<file path="config.mk">
export PLATFORM = sky130hd
export DESIGN_NAME = vfpu_stream_alu
export DESIGN_NICKNAME = d
export VERILOG_FILES = /design/src/rtl/vfpu_package.sv /design/src/rtl/vfpu_lane_alu.sv /design/src/rtl/vfpu_stream_alu.sv
export SDC_FILE = /design/constraint.sdc
export NUM_CORES = 2
export LEC_CHECK = 0
export ABC_CLOCK_PERIOD_IN_PS = 3750
export BUFFER_PORTS_ARGS = -buffer_cell sky130_fd_sc_hd__buf_2
export CELL_PAD_IN_SITES_DETAIL_PLACEMENT = 1
export CELL_PAD_IN_SITES_GLOBAL_PLACEMENT = 1
export CORE_ASPECT_RATIO = 1.75
export CORE_MARGIN = 5
export CORE_UTILIZATION = 45
export DETAILED_ROUTE_END_ITERATION = 8
export PLACE_DENSITY = 0.83
export REMOVE_ABC_BUFFERS = 1
export SLEW_MARGIN = 5
export SYNTH_ARGS = -nofsm -noshare
export SYNTH_HDL_FRONTEND = slang
export SYNTH_SLANG_ARGS = --single-unit
</file>
<file path="constraint.sdc">
create_clock -name clk_i -period 3.75 [get_ports clk_i]
set_input_delay 0.375 -clock clk_i [delete_from_list [all_inputs] [get_ports clk_i]]
set_output_delay 0.375 -clock clk_i [all_outputs]
set_load 0.005 [all_outputs]
</file>
<file path="src/rtl/vfpu_package.sv">
// Shared types and constants for the vfpu stream ALU.
// Lane width is fixed; stream width is a multiple of it.
package vfpu_package;

    localparam int unsigned VFPU_LANE_W = 32;

    typedef enum logic [2:0] {
        ADD = 3'd0,
        SUB = 3'd1,
        MUL = 3'd2,
        MIN = 3'd3,
        MAX = 3'd4
    } alu_op_t;

    typedef enum logic [1:0] {
        IDLE,
        RUN,
        DRAIN,
        DONE
    } vfpu_state_t;

endpackage

</file>
<file path="src/rtl/vfpu_lane_alu.sv">
// One 32-bit lane of the stream ALU; purely combinational.
// MIN/MAX compare signed, everything else is modulo 2^32.
module vfpu_lane_alu
    import vfpu_package::*;
(
    input  alu_op_t                op,
    input  logic [VFPU_LANE_W-1:0] a,
    input  logic [VFPU_LANE_W-1:0] b,
    output logic [VFPU_LANE_W-1:0] res
);

    always_comb begin
        res = '0;
        case (op)
            ADD:     res = a + b;
            SUB:     res = a - b;
            MUL:     res = a * b;
            MIN:     res = ($signed(a) < $signed(b)) ? a : b;
            MAX:     res = ($signed(a) > $signed(b)) ? a : b;
            default: res = '0;
        endcase
    end

endmodule

</file>
<file path="src/rtl/vfpu_stream_alu.sv">
// Joins two operand streams, applies a per-lane op and pipelines the result
// over PIPE_STAGES elastic registers; runs a job of len_i beats.
module vfpu_stream_alu
    import vfpu_package::*;
#(
    parameter int unsigned DATA_WIDTH  = 32,
    parameter int unsigned PIPE_STAGES = 2,
    parameter int unsigned LEN_WIDTH   = 16
) (
    input  logic                    clk_i,
    input  logic                    rst_i,
    input  logic                    clear_i,
    input  logic                    start_i,
    input  alu_op_t                 op_i,
    input  logic [LEN_WIDTH-1:0]    len_i,
    input  logic                    a_valid_i,
    output logic                    a_ready_o,
    input  logic [DATA_WIDTH-1:0]   a_data_i,
    input  logic [DATA_WIDTH/8-1:0] a_strb_i,
    input  logic                    b_valid_i,
    output logic                    b_ready_o,
    input  logic [DATA_WIDTH-1:0]   b_data_i,
    input  logic [DATA_WIDTH/8-1:0] b_strb_i,
    output logic                    r_valid_o,
    input  logic                    r_ready_i,
    output logic [DATA_WIDTH-1:0]   r_data_o,
    output logic [DATA_WIDTH/8-1:0] r_strb_o,
    output logic                    busy_o,
    output logic                    done_o,
    output logic [LEN_WIDTH-1:0]    cnt_o
);

    localparam int unsigned NB_LANES = DATA_WIDTH / VFPU_LANE_W;
    localparam int unsigned STRB_W   = DATA_WIDTH / 8;

    vfpu_state_t          state;
    alu_op_t              op_q;
    logic [LEN_WIDTH-1:0] len_q;
    logic [LEN_WIDTH-1:0] cnt_q;
    logic                 busy_q;
    logic                 done_q;

    logic [PIPE_STAGES-1:0] stg_valid;
    logic [PIPE_STAGES-1:0] stg_ready;
    logic [DATA_WIDTH-1:0]  stg_data [PIPE_STAGES];
    logic [STRB_W-1:0]      stg_strb [PIPE_STAGES];

    logic [DATA_WIDTH-1:0] alu_res;
    logic                  run;
    logic                  fire;
    logic                  last_beat;

    for (genvar i = 0; i < NB_LANES; i++) begin : g_lane
        vfpu_lane_alu u_lane_alu (
            .op  (op_q),
            .a   (a_data_i[i*VFPU_LANE_W +: VFPU_LANE_W]),
            .b   (b_data_i[i*VFPU_LANE_W +: VFPU_LANE_W]),
            .res (alu_res[i*VFPU_LANE_W +: VFPU_LANE_W])
        );
    end

    // Each operand's ready looks only at the other's valid, so neither side is consumed alone.
    assign run       = (state == RUN);
    assign a_ready_o = run & b_valid_i & stg_ready[0];
    assign b_ready_o = run & a_valid_i & stg_ready[0];
    assign fire      = run & a_valid_i & b_valid_i & stg_ready[0];
    assign last_beat = fire & ((cnt_q + LEN_WIDTH'(1)) == len_q);

    // ready[k] = ~valid[k] | ready[k+1], unrolled from the sink backwards into an
    // accumulated "everything downstream is full" term to avoid a self-referencing vector.
    always_comb begin
        logic all_full;
        all_full  = 1'b1;
        stg_ready = '0;
        for (int unsigned j = 0; j < PIPE_STAGES; j++) begin
            all_full = all_full & stg_valid[PIPE_STAGES-1-j];
            stg_ready[PIPE_STAGES-1-j] = r_ready_i | ~all_full;
        end
    end

    always_ff @(posedge clk_i or posedge rst_i) begin
        if (rst_i) begin
            stg_valid <= '0;
            for (int unsigned k = 0; k < PIPE_STAGES; k++) begin
                stg_data[k] <= '0;
                stg_strb[k] <= '0;
            end
        end else if (clear_i) begin
            stg_valid <= '0;
            for (int unsigned k = 0; k < PIPE_STAGES; k++) begin
                stg_data[k] <= '0;
                stg_strb[k] <= '0;
            end
        end else begin
            if (stg_ready[0]) begin
                stg_valid[0] <= fire;
                stg_data[0]  <= alu_res;
                stg_strb[0]  <= a_strb_i & b_strb_i;
            end
            for (int unsigned k = 1; k < PIPE_STAGES; k++) begin
                if (stg_ready[k]) begin
                    stg_valid[k] <= stg_valid[k-1];
                    stg_data[k]  <= stg_data[k-1];
                    stg_strb[k]  <= stg_strb[k-1];
                end
            end
        end
    end

    always_ff @(posedge clk_i or posedge rst_i) begin
        if (rst_i) begin
            state  <= IDLE;
            op_q   <= ADD;
            len_q  <= '0;
            cnt_q  <= '0;
            busy_q <= 1'b0;
            done_q <= 1'b0;
        end else if (clear_i) begin
            state  <= IDLE;
            op_q   <= ADD;
            len_q  <= '0;
            cnt_q  <= '0;
            busy_q <= 1'b0;
            done_q <= 1'b0;
        end else begin
            case (state)
                IDLE: begin
                    if (start_i) begin
                        op_q  <= op_i;
                        len_q <= len_i;
                        cnt_q <= '0;
                        if (len_i == '0) begin
                            state  <= DONE;
                            done_q <= 1'b1;
                        end else begin
                            state  <= RUN;
                            busy_q <= 1'b1;
                        end
                    end
                end
                RUN: begin
                    if (fire && (cnt_q != len_q)) begin
                        cnt_q <= cnt_q + LEN_WIDTH'(1);
                    end
                    if (last_beat) begin
                        state <= DRAIN;
                    end
                end
                DRAIN: begin
                    if (stg_valid == '0) begin
                        state  <= DONE;
                        busy_q <= 1'b0;
                        done_q <= 1'b1;
                    end
                end
                DONE: begin
                    state  <= IDLE;
                    done_q <= 1'b0;
                end
                default: begin
                    state  <= IDLE;
                    busy_q <= 1'b0;
                    done_q <= 1'b0;
                end
            endcase
        end
    end

    assign r_valid_o = stg_valid[PIPE_STAGES-1];
    assign r_data_o  = stg_data[PIPE_STAGES-1];
    assign r_strb_o  = stg_strb[PIPE_STAGES-1];
    assign busy_o    = busy_q;
    assign done_o    = done_q;
    assign cnt_o     = cnt_q;

endmodule

</file>
# After elaboration in Yosys (flattened, before gate mapping)
# Index checks and enable logic that the tools add are counted.
# W data, S select, Z words.
dict set report totals {
  reg_bits 113
  inputBits 98
  output_inout_bits 57
  wordCells 101
}
dict set report op_classes {
  addsub 3
  n_mul 1
  n_lt_le_gt_ge 2
  eq_ne 15
  n_mux 38
  bitwise 13
  reduce_logical 17
}
# operator count
set ops {}
lappend ops {{$pmux W32 S5} 1}
lappend ops {{$mux W32} 4}
lappend ops {{$mux W16} 6}
lappend ops {{$mux W64} 1}
lappend ops {{$add A32 B32 Y32} 1}
lappend ops {{$gt A32 B32 Y1} 1}
lappend ops {{$lt A32 B32 Y1} 1}
lappend ops {{$mul A32 B32 Y32} 1}
lappend ops {{$pmux W16 S2} 1}
lappend ops {{$sub A32 B32 Y32} 1}
lappend ops {{$add A16 B1 Y16 const B} 1}
lappend ops {{$eq A16 B16 Y1} 1}
lappend ops {{$logic_not A16 Y1} 1}
lappend ops {{$ne A16 B16 Y1} 1}
lappend ops {{$mux W2} 6}
lappend ops {{$ne A3 B3 Y1 const B} 4}
lappend ops {{$mux W1} 10}
lappend ops {{$mux W3} 3}
lappend ops {{$and A1 B1 Y1} 8}
lappend ops {{$mux W4} 2}
lappend ops {{$mux W8} 1}
lappend ops {{$pmux W2 S4} 1}
lappend ops {{$reduce_and A4 Y1} 2}
lappend ops {{$reduce_bool A2 Y1} 4}
lappend ops {{other kinds (18)} 26}

# Depth between registers and ports, before layout
dict set report depth {
  word_depth 8
  depth_mapped 28
  mapped_depth_nobuf 26
}

# Cells and area by module
# Synthesis repeated with hierarchy kept, for this count alone.
dict set report unflattened {
  cells_unflattened 3014
  area_unflattened_um2 25433.1
}
# module instances cells_per_inst area_each_um2 seq_area_each_um2
set modules_own_cells {}
lappend modules_own_cells {vfpu_lane_alu 1 2353 19695.1 0.0}
lappend modules_own_cells {vfpu_stream_alu 1 661 5738.0 2827.7}

# Worst setup path before layout
# Ideal clock, no wire load.
dict set report synth_path {
  path_type {in2reg}
  from {in a_data_i[12]}
  to {reg stg_data[63] (netlist bit)}
  setup_time_ns 0.082
  arrival_time_ns 7.110
  required_ns 3.668
  path_slack_ns -3.442
  stages 26
  path_buffers 2
  cell_sequence {clkbuf_1 clkbuf_1 and2_1 fa_1 fa_1 fa_1 inv_1 fa_1 inv_1 fa_1 inv_1 fa_1 inv_1 fa_1 fa_1 ha_1 a21oi_1 o21ai_0 nor4_1 a2bb2oi_1 a32o_1 a221oi_1 o21ai_0 xnor2_1 nand2_1 a31oi_1}
}
dict set report synth_via {
  elab_chain_len 5
  word_cells_on_any_way 10
  classes_between {add/sub: 2; mul: 1; order compare: 2; mux: 5}
}
# item line
set synth_lines {}
lappend synth_lines {{from (decl)} vfpu_stream_alu.sv:18} ;# input logic [DATA_WIDTH-1:0] a_data_i,
lappend synth_lines {{branches (longest 2 deep; another with $mul A32 B32 Y32)} -}
lappend synth_lines {{$pmux W32 S5 (*)} vfpu_lane_alu.sv:14} ;# case (op)
lappend synth_lines {{$mux W32 (*)} vfpu_stream_alu.sv:95} ;# if (stg_ready[0]) begin
lappend synth_lines {{$mux W64 (*)} vfpu_stream_alu.sv:88} ;# end else if (clear_i) begin
lappend synth_lines {{to (signal, indexed assignment)} vfpu_stream_alu.sv:103} ;# stg_data[k] <= stg_data[k-1];
lappend synth_lines {{to (decl)} vfpu_stream_alu.sv:45} ;# logic [DATA_WIDTH-1:0] stg_data [PIPE_STAGES];
# Mark *: on every way between the ends. The select of a mux whose other input is x is not followed.
# A chain may end at the register's enable or synchronous reset.

# Worst setup path after layout
dict set report layout_path {
  from {in b_data_i[10]}
  to {reg stg_data[62] (netlist bit)}
}
dict set report layout_via {
  elab_chain_len 5
  word_cells_on_any_way 10
  classes_between {add/sub: 2; mul: 1; order compare: 2; mux: 5}
}
# item line
set layout_lines {}
lappend layout_lines {{from (decl)} vfpu_stream_alu.sv:22} ;# input logic [DATA_WIDTH-1:0] b_data_i,
lappend layout_lines {{branches (longest 2 deep; another with $mul A32 B32 Y32)} -}
lappend layout_lines {{$pmux W32 S5 (*)} vfpu_lane_alu.sv:14}
lappend layout_lines {{$mux W32 (*)} vfpu_stream_alu.sv:95}
lappend layout_lines {{$mux W64 (*)} vfpu_stream_alu.sv:88}
# Marks and branches as above.

==> flow_summary.json <==
{
  "status": "complete, but fails checks",
  "violations": "negative setup slack",
  "worstPathArrival_ps": 7540,
  "wl_per_cell_um": 30.0,
  "cts_max_path_buffers": 2,
  "drtAntennaViolNets": 0,
  "grt_pass1_wl_um": 174000,
  "min_path_type": "input pin to async pin",
  "fin_skew_ps": 5.64,
  "syn_avg_cell_area_sq_um": 8.46,
  "clk_pin_slew_worst_paths_ps": 60,
  "vias": 26200,
  "period_share": 1.93,
  "root_buffer": "clkbuf_16",
  "syn-instance-count": 3018,
  "htreeDepth": 4,
  "cts_buffers": 17,
  "finalWorstSetupSlack_ps": -3490,
  "synth_area_leaders": "fa_1 (32%), dfrtp_1 (11%), ha_1 (9.4%), and2_1 (6.9%), inv_1 (6.5%)",
  "ys_dominant_reg_cell": "dfrtp_1",
  "drv_slew": 0,
  "post_dp_cell_area_sq_um": 29600,
  "yosysMostFrequentCell": "inv_1",
  "async_flop_share": 1.00,
  "hold_ws_ps": 102,
  "synth_seq_area_share": 0.111,
  "hold_buffers": 0,
  "ff2ff_path_depth": 11,
  "routed_wl_um": 127000,
  "grt_pass1_vias": 29500,
  "overflow": 0,
  "drc_errors": 0,
  "grt_usage": 0.367,
  "drive_gt1_frac": 0.258,
  "drt_first_pass_iters": 8,
  "cts_tree": "done",
  "yosys-top-cells-count": "inv_1 (444), fa_1 (410), nand2_1 (407)",
  "grt_use_met3": 0.0550,
  "drt_iter0_markers": 1984,
  "worstMarginPinSlew_ps": 1130,
  "timing.rr.start": "cnt_o[0]$_DFFE_PP0P_",
  "timing.rr.end": "state[0]$_DFFE_PP0P_",
  "synth_area_sq_um": 25500,
  "synth_area_leader_cell": "fa_1",
  "die_h_um": 325,
  "ys_types": 73,
  "core-area_sq_um": 56300,
  "setup_viol": 27,
  "layout.nets": 4155,
  "slew_headroom": 0.243,
  "cts.sinks": 113,
  "synth_edf_count": 0,
  "use_met1": 0.353,
  "final_area_sq_um": 32400,
  "r2r_slack_ps": 480,
  "final_core_util": 0.576,
  "synth_top_area_frac": 0.321,
  "antenna_found_initial": 5,
  "gp_congestion": 0.963,
  "hold_violations": 0,
  "ys_ff_latch": 113,
  "cp-end-kind": "flop",
  "rows": 115,
  "clk_latency_ps": 420,
  "portBuffers": 154,
  "met2_usage": 0.669,
  "start_util": 0.454,
  "rsz0062_at_grt": "yes",
  "cap_viol_max_count": 0,
  "syn2layout_area_growth_pct": 26.9,
  "viasPerCell": 6.18,
  "ios": 155,
  "top_usage_layer": "met2",
  "hpwlAfterDp_um": 89200,
  "die_x_um": 190,
  "worst_setup_path_start_kind": "input pin",
  "tns_ps": -72320,
  "yosysWarnings": 0,
  "fmax_mhz": 138,
  "period_needed_ps": 7240,
  "path_class": "input pin to flop",
  "grt_max_degree": 70,
  "cp.required_ps": 4050,
  "die_area_sq_um": 61800,
  "worstPathMaxFanout": 10
}
-- routing by layer --
layer	part of all wire	vias to the layer above	wire [um]
li1	-	10400	-
met1	0.30	12900	38700
met2	0.49	1858	62700
met3	0.074	975	9450
met4	0.13	0	16200
met5	0	-	0
-- through the flow --
step	worst slack [ps]	std cells
floorplan	-3050	2804
global placement	-3720	4152
detailed placement	-3930	4152
CTS	-3010	4213
global route	-3550	4232
finish	-3490	4232
-- logic make-up after synthesis --
kind of cell,share of synthesized area
AO/OA/AOI/OAI,0.125
XOR/XNOR,0.0498
adder cells (fa/ha/maj),0.415
buffers and inverters,0.104
flip-flops,0.111
multiplexers,0.00754
AND/OR/NAND/NOR,0.188
-- critical path: stages --
cell and delay (ps):
clkbuf_4 210, buf_6 210, nand2_1 160, fa_2 370
inv_2 90, fa_2 470, fa_1 540, inv_2 60
fa_1 560, inv_1 80, fa_1 520, fa_2 470
fa_2 610, fa_2 520, ha_4 320, o21a_1 190
o21a_1 180, o32ai_4 130, a211oi_4 440, buf_12 190
nor3_4 40, nor3_1 160, nand3b_1 150, o211ai_1 110
a221o_1 360
-- layout by cell type (no fill, tap or decap), drive strengths merged, types with 46 or more instances in the layout --
| master | n |
|---|---|
| buf | 628 |
| nand2 | 407 |
| a21oi | 171 |
| xor2 | 46 |
| and2 | 284 |
| fa | 410 |
| xnor2 | 97 |
| nor2 | 128 |
| dfrtp | 113 |
| ha | 191 |
| o21ai | 92 |
| inv | 446 |
-- sequential cells by signal, summed over array words and instances (netlist names) --
signal	cells
cnt_o	16
done_o	1
state	2
len_q	16
op_q	3
stg_strb	4
stg_valid	2
r_data_o	32
r_strb_o	4
stg_data	32
busy_o	1
-- timing repair --
item	in CTS	in global routing
cloned	0	1
hold endpoints to repair	0	0
resized for setup	278	118
pin swaps	131	97
endpoints found under the setup margin	29	31
setup buffers	32	20
-- layout make-up --
cell class,count,area [sq um]
Multi-Input combinational cell,2245,21400
Timing Repair Buffer,633,4970
Clock buffer,19,433
Antenna cell,3,7.51
Clock inverter,13,114
Tap cell,760,951
Inverter,446,1680
Sequential cell,113,2830
Fill cell,6519,23800
-- worst max-delay path by stage --
| stage | slack [ps] | to | from |
|---|---|---|---|
| floorplan | -3050 | stg_data[63]$_DFFE_PP0P_ | b_data_i[2] |
| global placement | -3720 | stg_data[63]$_DFFE_PP0P_ | b_data_i[5] |
| detailed placement | -3930 | stg_data[63]$_DFFE_PP0P_ | b_data_i[5] |
| CTS | -3010 | stg_data[57]$_DFFE_PP0P_ | a_data_i[15] |
| global route | -3550 | stg_data[62]$_DFFE_PP0P_ | b_data_i[11] |
| finish | -3490 | stg_data[62]$_DFFE_PP0P_ | b_data_i[10] |
Power is not shown: default switching activity piles up to over one toggle a cycle in this logic, so the estimate is an artifact.
